### src/rtl/carry_look_ahead_adder.sv
// Two-level carry look-ahead adder: 4-bit look-ahead groups feed a second-level
// look-ahead unit, with an asynchronously reset output register for pipelining.
module carry_look_ahead_adder #(
    parameter int CLA_WIDTH = 8
) (
    input  logic                 clk_i,
    input  logic                 rst_i,
    input  logic [CLA_WIDTH-1:0] a_i,
    input  logic [CLA_WIDTH-1:0] b_i,
    input  logic                 carry_i,
    output logic [CLA_WIDTH-1:0] sum_o,
    output logic                 carry_o,
    output logic                 group_p_o,
    output logic                 group_g_o,
    output logic [CLA_WIDTH-1:0] sum_q_o,
    output logic                 carry_q_o
);

    localparam int GROUP_W     = 4;
    localparam int GROUP_COUNT = (CLA_WIDTH + GROUP_W - 1) / GROUP_W;

    // Flattened sum-of-products carry out of position 'top':
    // g[top] | p[top]g[top-1] | ... | p[top..0]cin. Every term is a single AND,
    // so the result is two gate levels deep with no ripple between positions.
    function automatic logic look_ahead(
        input logic [15:0] gen,
        input logic [15:0] prop,
        input logic        cin,
        input int          top
    );
        logic carry;
        logic term;
        carry = cin;
        for (int n = 0; n < 16; n++) begin
            if (n <= top) begin
                carry = carry & prop[n];
            end
        end
        for (int m = 0; m < 16; m++) begin
            if (m <= top) begin
                term = gen[m];
                for (int n = 0; n < 16; n++) begin
                    if (n > m && n <= top) begin
                        term = term & prop[n];
                    end
                end
                carry = carry | term;
            end
        end
        return carry;
    endfunction

    logic [CLA_WIDTH-1:0]   p;
    logic [CLA_WIDTH-1:0]   g;
    logic [CLA_WIDTH-1:0]   c;
    logic [GROUP_COUNT:0]   group_c;
    logic [GROUP_COUNT-1:0] group_p;
    logic [GROUP_COUNT-1:0] group_g;
    logic [15:0]            group_p_ext;
    logic [15:0]            group_g_ext;

    assign p           = a_i ^ b_i;
    assign g           = a_i & b_i;
    assign group_c[0]  = carry_i;
    assign group_p_ext = 16'(group_p);
    assign group_g_ext = 16'(group_g);

    genvar gi;
    generate
        // Level 1: each group forms its internal carries from its own carry-in,
        // plus the group propagate/generate pair handed to level 2.
        for (gi = 0; gi < GROUP_COUNT; gi++) begin : g_group
            localparam int LO = gi * GROUP_W;
            localparam int HI = (LO + GROUP_W > CLA_WIDTH) ? CLA_WIDTH - 1 : LO + GROUP_W - 1;
            localparam int GW = HI - LO + 1;

            logic [15:0] gen;
            logic [15:0] prop;

            assign gen   = 16'(g[HI:LO]);
            assign prop  = 16'(p[HI:LO]);
            assign c[LO] = group_c[gi];

            for (genvar bi = 1; bi < GW; bi++) begin : g_bit
                assign c[LO+bi] = look_ahead(gen, prop, group_c[gi], bi - 1);
            end

            assign group_p[gi] = &prop[GW-1:0];
            assign group_g[gi] = look_ahead(gen, prop, 1'b0, GW - 1);
        end

        // Level 2: every group carry-in straight from carry_i and group P/G.
        for (gi = 0; gi < GROUP_COUNT; gi++) begin : g_level2
            assign group_c[gi+1] = look_ahead(group_g_ext, group_p_ext, carry_i, gi);
        end
    endgenerate

    assign sum_o     = p ^ c;
    assign carry_o   = group_c[GROUP_COUNT];
    assign group_p_o = &group_p;
    assign group_g_o = look_ahead(group_g_ext, group_p_ext, 1'b0, GROUP_COUNT - 1);

    always_ff @(posedge clk_i or posedge rst_i) begin
        if (rst_i) begin
            sum_q_o   <= '0;
            carry_q_o <= 1'b0;
        end else begin
            sum_q_o   <= sum_o;
            carry_q_o <= carry_o;
        end
    end

endmodule

### config.mk
export PLATFORM = sky130hd
export DESIGN_NAME = carry_look_ahead_adder
export DESIGN_NICKNAME = d
export VERILOG_FILES = /design/src/rtl/carry_look_ahead_adder.sv
export SDC_FILE = /design/constraint.sdc
export NUM_CORES = 1
export LEC_CHECK = 0
export ABC_AREA = 1
export CAP_MARGIN = 0
export CORE_AREA = 2 2 46 48
export CTS_BUF_LIST = sky130_fd_sc_hd__clkbuf_4
export DETAILED_ROUTE_END_ITERATION = 8
export DIE_AREA = 0 0 48 50
export GPL_TIMING_DRIVEN = 0
export HOLD_SLACK_MARGIN = 0.12
export PLACE_DENSITY = 0.74
export RECOVER_POWER = 50
export SLEW_MARGIN = 30
export SYNTH_ARGS = -nofsm -noshare
export SYNTH_HDL_FRONTEND = slang
export SYNTH_SLANG_ARGS = --single-unit
### constraint.sdc
create_clock -name clk_i -period 1.9 [get_ports clk_i]
set_input_delay 0.19 -clock clk_i [delete_from_list [all_inputs] [get_ports clk_i]]
set_output_delay 0.19 -clock clk_i [all_outputs]
set_load 0.02 [all_outputs]
---- Word level (Yosys, flattened, before mapping) ----
Index checks and enable logic that the tools add are counted.
word-level totals
  input port bits ......................... 19
  output and inout bits ................... 20
  flip-flop bits (word level) ............. 9
cells by class
  bitwise logic cells ..................... 46
  reductions and logical operators ........ 3
operators with widths
  kind                 count
  OR 1 bit             22
  bitwise AND 1 bit    21
  XOR 8 bit            2
  bitwise AND 8 bit    1
  AND reduction 4 bit  2
  AND reduction 8 bit  1

---- Depth between registers and ports, before layout ----
  depth after elaboration ................. 15
  gate-level depth with buffers ........... 12
  depth with buffers taken out ............ 12

---- Least setup slack after synthesis ----
Ideal clock, no wire load.
  path type ............................... input-to-output
  from .................................... input a_i[2]
  to ...................................... output sum_o[5]
  cell stages on the path ................. 7
  setup slack ............................. 0.099 ns
  path buffers ............................ 0
  arrival ................................. 1.611 ns
  cells stage by stage .................... ha_1 > nand2_1 > inv_1 > nand2_1 > nand3_1 > fa_1 > xor2_1
between the ends
  longest elaborated chain between the ends .. 10
  elaborated cells on any way between the ends .. 16
  those cells by class .................... 15 x bitwise; 1 x reduce/logical
RTL lines
  item                             RTL line  RTL
  start: declaration               8         input logic [CLA_WIDTH-1:0] a_i,
  XOR 8 bit                        62        assign p = a_i ^ b_i;
  bitwise AND 1 bit (2 in series)  44        term = term & prop[n];
  OR 1 bit (3 in series)           47        carry = carry | term;
  OR 1 bit (*)                     47
  bitwise AND 1 bit (*)            36        carry = carry & prop[n];
  OR 1 bit (*)                     47
  XOR 8 bit (*)                    98        assign sum_o = p ^ c;
  end: declaration                 11        output logic [CLA_WIDTH-1:0] sum_o,
Mark *: on every way between the ends. The rest lies on a longest branch, timed or not.

---- Final worst setup path ----
  from .................................... input b_i[3]
  to ...................................... output sum_o[5]
between the ends
  longest elaborated chain between the ends .. 9
  elaborated cells on any way between the ends .. 14
  those cells by class .................... 13 x bitwise; 1 x reduce/logical
RTL lines
  item                    RTL line  RTL
  start: declaration      9         input logic [CLA_WIDTH-1:0] b_i,
  XOR 8 bit               62
  bitwise AND 1 bit       44
  OR 1 bit (3 in series)  47
  OR 1 bit (*)            47
  bitwise AND 1 bit (*)   36
  OR 1 bit (*)            47
  XOR 8 bit (*)           98
Marked as above.

==> results.yml <==
status:
  outcome: "completed"
global_route:
  overflow: 0
  grt_pass1_vias: 681
  grt_start_max_net_pins: 10
  track_usage: 0.170
  grt_antenna_before_repair: 0
  grt_first_pass_wirelength_mm: 2.90
timing:
  setup_viol: 0
  fin_tns_setup_ns: 0
  drv_slew: 0
  postLayoutSetupSlackWorst_ns: 0.0393
  hold_viol_final: 0
  clock.fmax_ghz: 0.537
  post-route-min-period_ns: 1.86
  worst_slew_pin_slew_ns: 0.307
  hold_ws_ns: 0.322
  slew_headroom: 0.795
  fin_crit_sh: 0.979
clock_network:
  clk_pin_slew_ns: 0.05
  clockBufferDepth: 2
  cts_root_buf: "clkbuf_4"
  postCtsHoldBufs: 0
  cts-buffers-inserted: 3
  cts.sinks: 9
  cts_tree: "done"
  htreeDepth: 1
drt:
  drt-initial-drc-count: 4
  wl_per_cell_um: 13.6
  ant_nets: 0
  via_per_inst: 4.60
  vias: 671
  finalWirelength_mm: 1.99
  route.detailed.drc: 0
  firstDrtPassIters: 4
critical_path:
  crit_arrival_ns: 1.67
  slowest_stage: "fa_2"
  endpoint_kind: "primary output"
  slowest_delay_ns: 0.39
  path_cells: "clkbuf_2 > ha_4 > nand2_4 > inv_1 > nand2_2 > nand3_4 > fa_2 > xor2_1 > buf_4"
  crit_family: "adder cells"
  worstPathRequired_ns: 1.71
  criticalPathCategory: "input pin to primary output"
  cp.depth: 9
  critPathLaunchType: "input pin"
  cp_max_fo: 4
  cp.buffers_inverters: 3
worst_hold_path:
  worstHoldPathCells: 2
  hp-class: "input pin to flop"
synthesis:
  ys_seq_area_frac: 0.352
  synth.area.top_cells: "dfrtp_1 (35%), ha_1 (20%), nand2_1 (13%)"
  synth_compound_area_frac: 0.00781
  ys_warn_count: 0
  synth-async-reset-ratio: 1.00
  ys_types: 13
  synth_ff_type: "dfrtp_1"
  ys_seq_elements: 9
  yosys-mux-area-fraction: 0
  yosysMostFrequentCell: "nand2_1"
  postSynthNetCount: 103
  synth_fa_ha_area_frac: 0.258
  syn_inst: 72
  synth-edff-count: 0
  avgSynthCellArea_um2: 8.90
  yosys.area_share.simple: 0.275
  synth.largest_area_cell: "dfrtp_1"
  synth_commonest_cells: "nand2_1 (23), ha_1 (10), dfrtp_1 (9), inv_1 (9), nand3_1 (5)"
  synthXorXnorAreaFrac: 0.0547
  synth_top_area_frac: 0.352
  synth_top_family_by_area: "simple AND/OR/NAND/NOR gates"
  synth_area_um2: 641
power_and_ir_drop:
  intPower_uw: 540
  power_uw: 863
  p_sw_uw: 323
  power.density_nw_per_um2: 713
  pwr-share-comb: 0.550
  leakagePower_uw: 0.000607
  irDropWorstVdd_mv: 0.301
  clock_power_share: 0.178
  p_seq_frac: 0.272
  p_sw_frac: 0.374
floorplanning:
  rows: 16
  dieHeight_um: 50
  die_x_um: 48
  die_area_um2: 2400
  initial_utilization: 0.337
  core_area_um2: 1900
  io_pins: 39
placement:
  place.gp.congestion: 0.703
  dp_hpwl_mm: 1.32
  pre_cts_ws_ns: -0.873
  placed_cells: 137
  io_buffer_count: 38
finish:
  drive_gt1_frac: 0.437
  n_fill_cell: 155
  fin_cells: 146
  fin_nets: 151
  n_antenna_cell: 0
  areaGrowthSynthToFinish_pct: 89.1
job:
  cap_violations: 0
## stage by stage
step                      instance area [µm²]  utilization
after CTS                                1210        0.639
after global placement                   1050        0.555
final                                    1210        0.637
after floorplan                           641            -
after global routing                     1210        0.637
after detailed placement                 1050        0.555
## metal layers
layer	wire (µm)	part of all wire	vias to the layer above	global-route usage
met1	723	0.36	310	0.168
met3	123	0.062	6	0.0220
met2	1090	0.55	33	0.327
met5	0	0	-	0
met4	54	0.027	0	0.0676
li1	-	-	322	-
## cell usage in the layout, fill, tap and decap left out, types with 4 or more instances in the layout
master	count
buf_4	7
clkbuf_2	9
clkbuf_4	4
clkdlybuf4s50_1	15
dfrtp_1	9
ha_4	7
inv_1	9
nand2_1	15
nand2_2	8
nand3_1	5
xor2_1	4
## flip-flops by register name, indices dropped and copies added, names as in the netlist
signal,count
sum_q_o,8
carry_q_o,1
## power groups by stage
| stage | Combinational, µW | Sequential (µW) | Clock [µW] |
|---|---|---|---|
| finish | 475 | 235 | 154 |
| global route | 513 | 239 | 167 |
| CTS | 453 | 236 | 162 |
| detailed placement | 421 | 239 | 0 |
| global placement | 410 | 237 | 0 |
| floorplan | 162 | 287 | 0 |
## logic make-up after synthesis
| family | count (synthesis) |
|---|---|
| AND/OR/NAND/NOR | 37 |
| adder cells (fa/ha/maj) | 12 |
| buffers and inverters | 9 |
| flip-flops | 9 |
| XOR/XNOR | 4 |
| AO/OA/AOI/OAI | 1 |
## what timing repair did
item                                    CTS  global route
endpoints found under the setup margin   11             9
hold endpoints to repair                  0             0
pin swaps                                 5            11
setup buffers                             3             2
gates resized for setup                  63            32
## worst paths after layout
path,from,slack [ns],end
setup / recovery,b_i[3],0.04,sum_o[5]
hold / removal,b_i[0],0.32,sum_q_o[0]$_DFF_PP0_
max in group asynchronous,rst_i,1.33,sum_q_o[2]$_DFF_PP0_
min in group asynchronous,rst_i,0.33,sum_q_o[7]$_DFF_PP0_
## final cells by class
type / instances / area [µm²] / share of cell area
Multi-Input combinational cell: 54 / 536 / 0.442
Timing Repair Buffer: 43 / 353 / 0.291
Sequential cell: 9 / 225 / 0.186
Inverter: 9 / 33.8 / 0.0279
Tap cell: 27 / 33.8 / 0.0279
Clock buffer: 4 / 30.0 / 0.0248
Power figures use the tool's default switching activity.
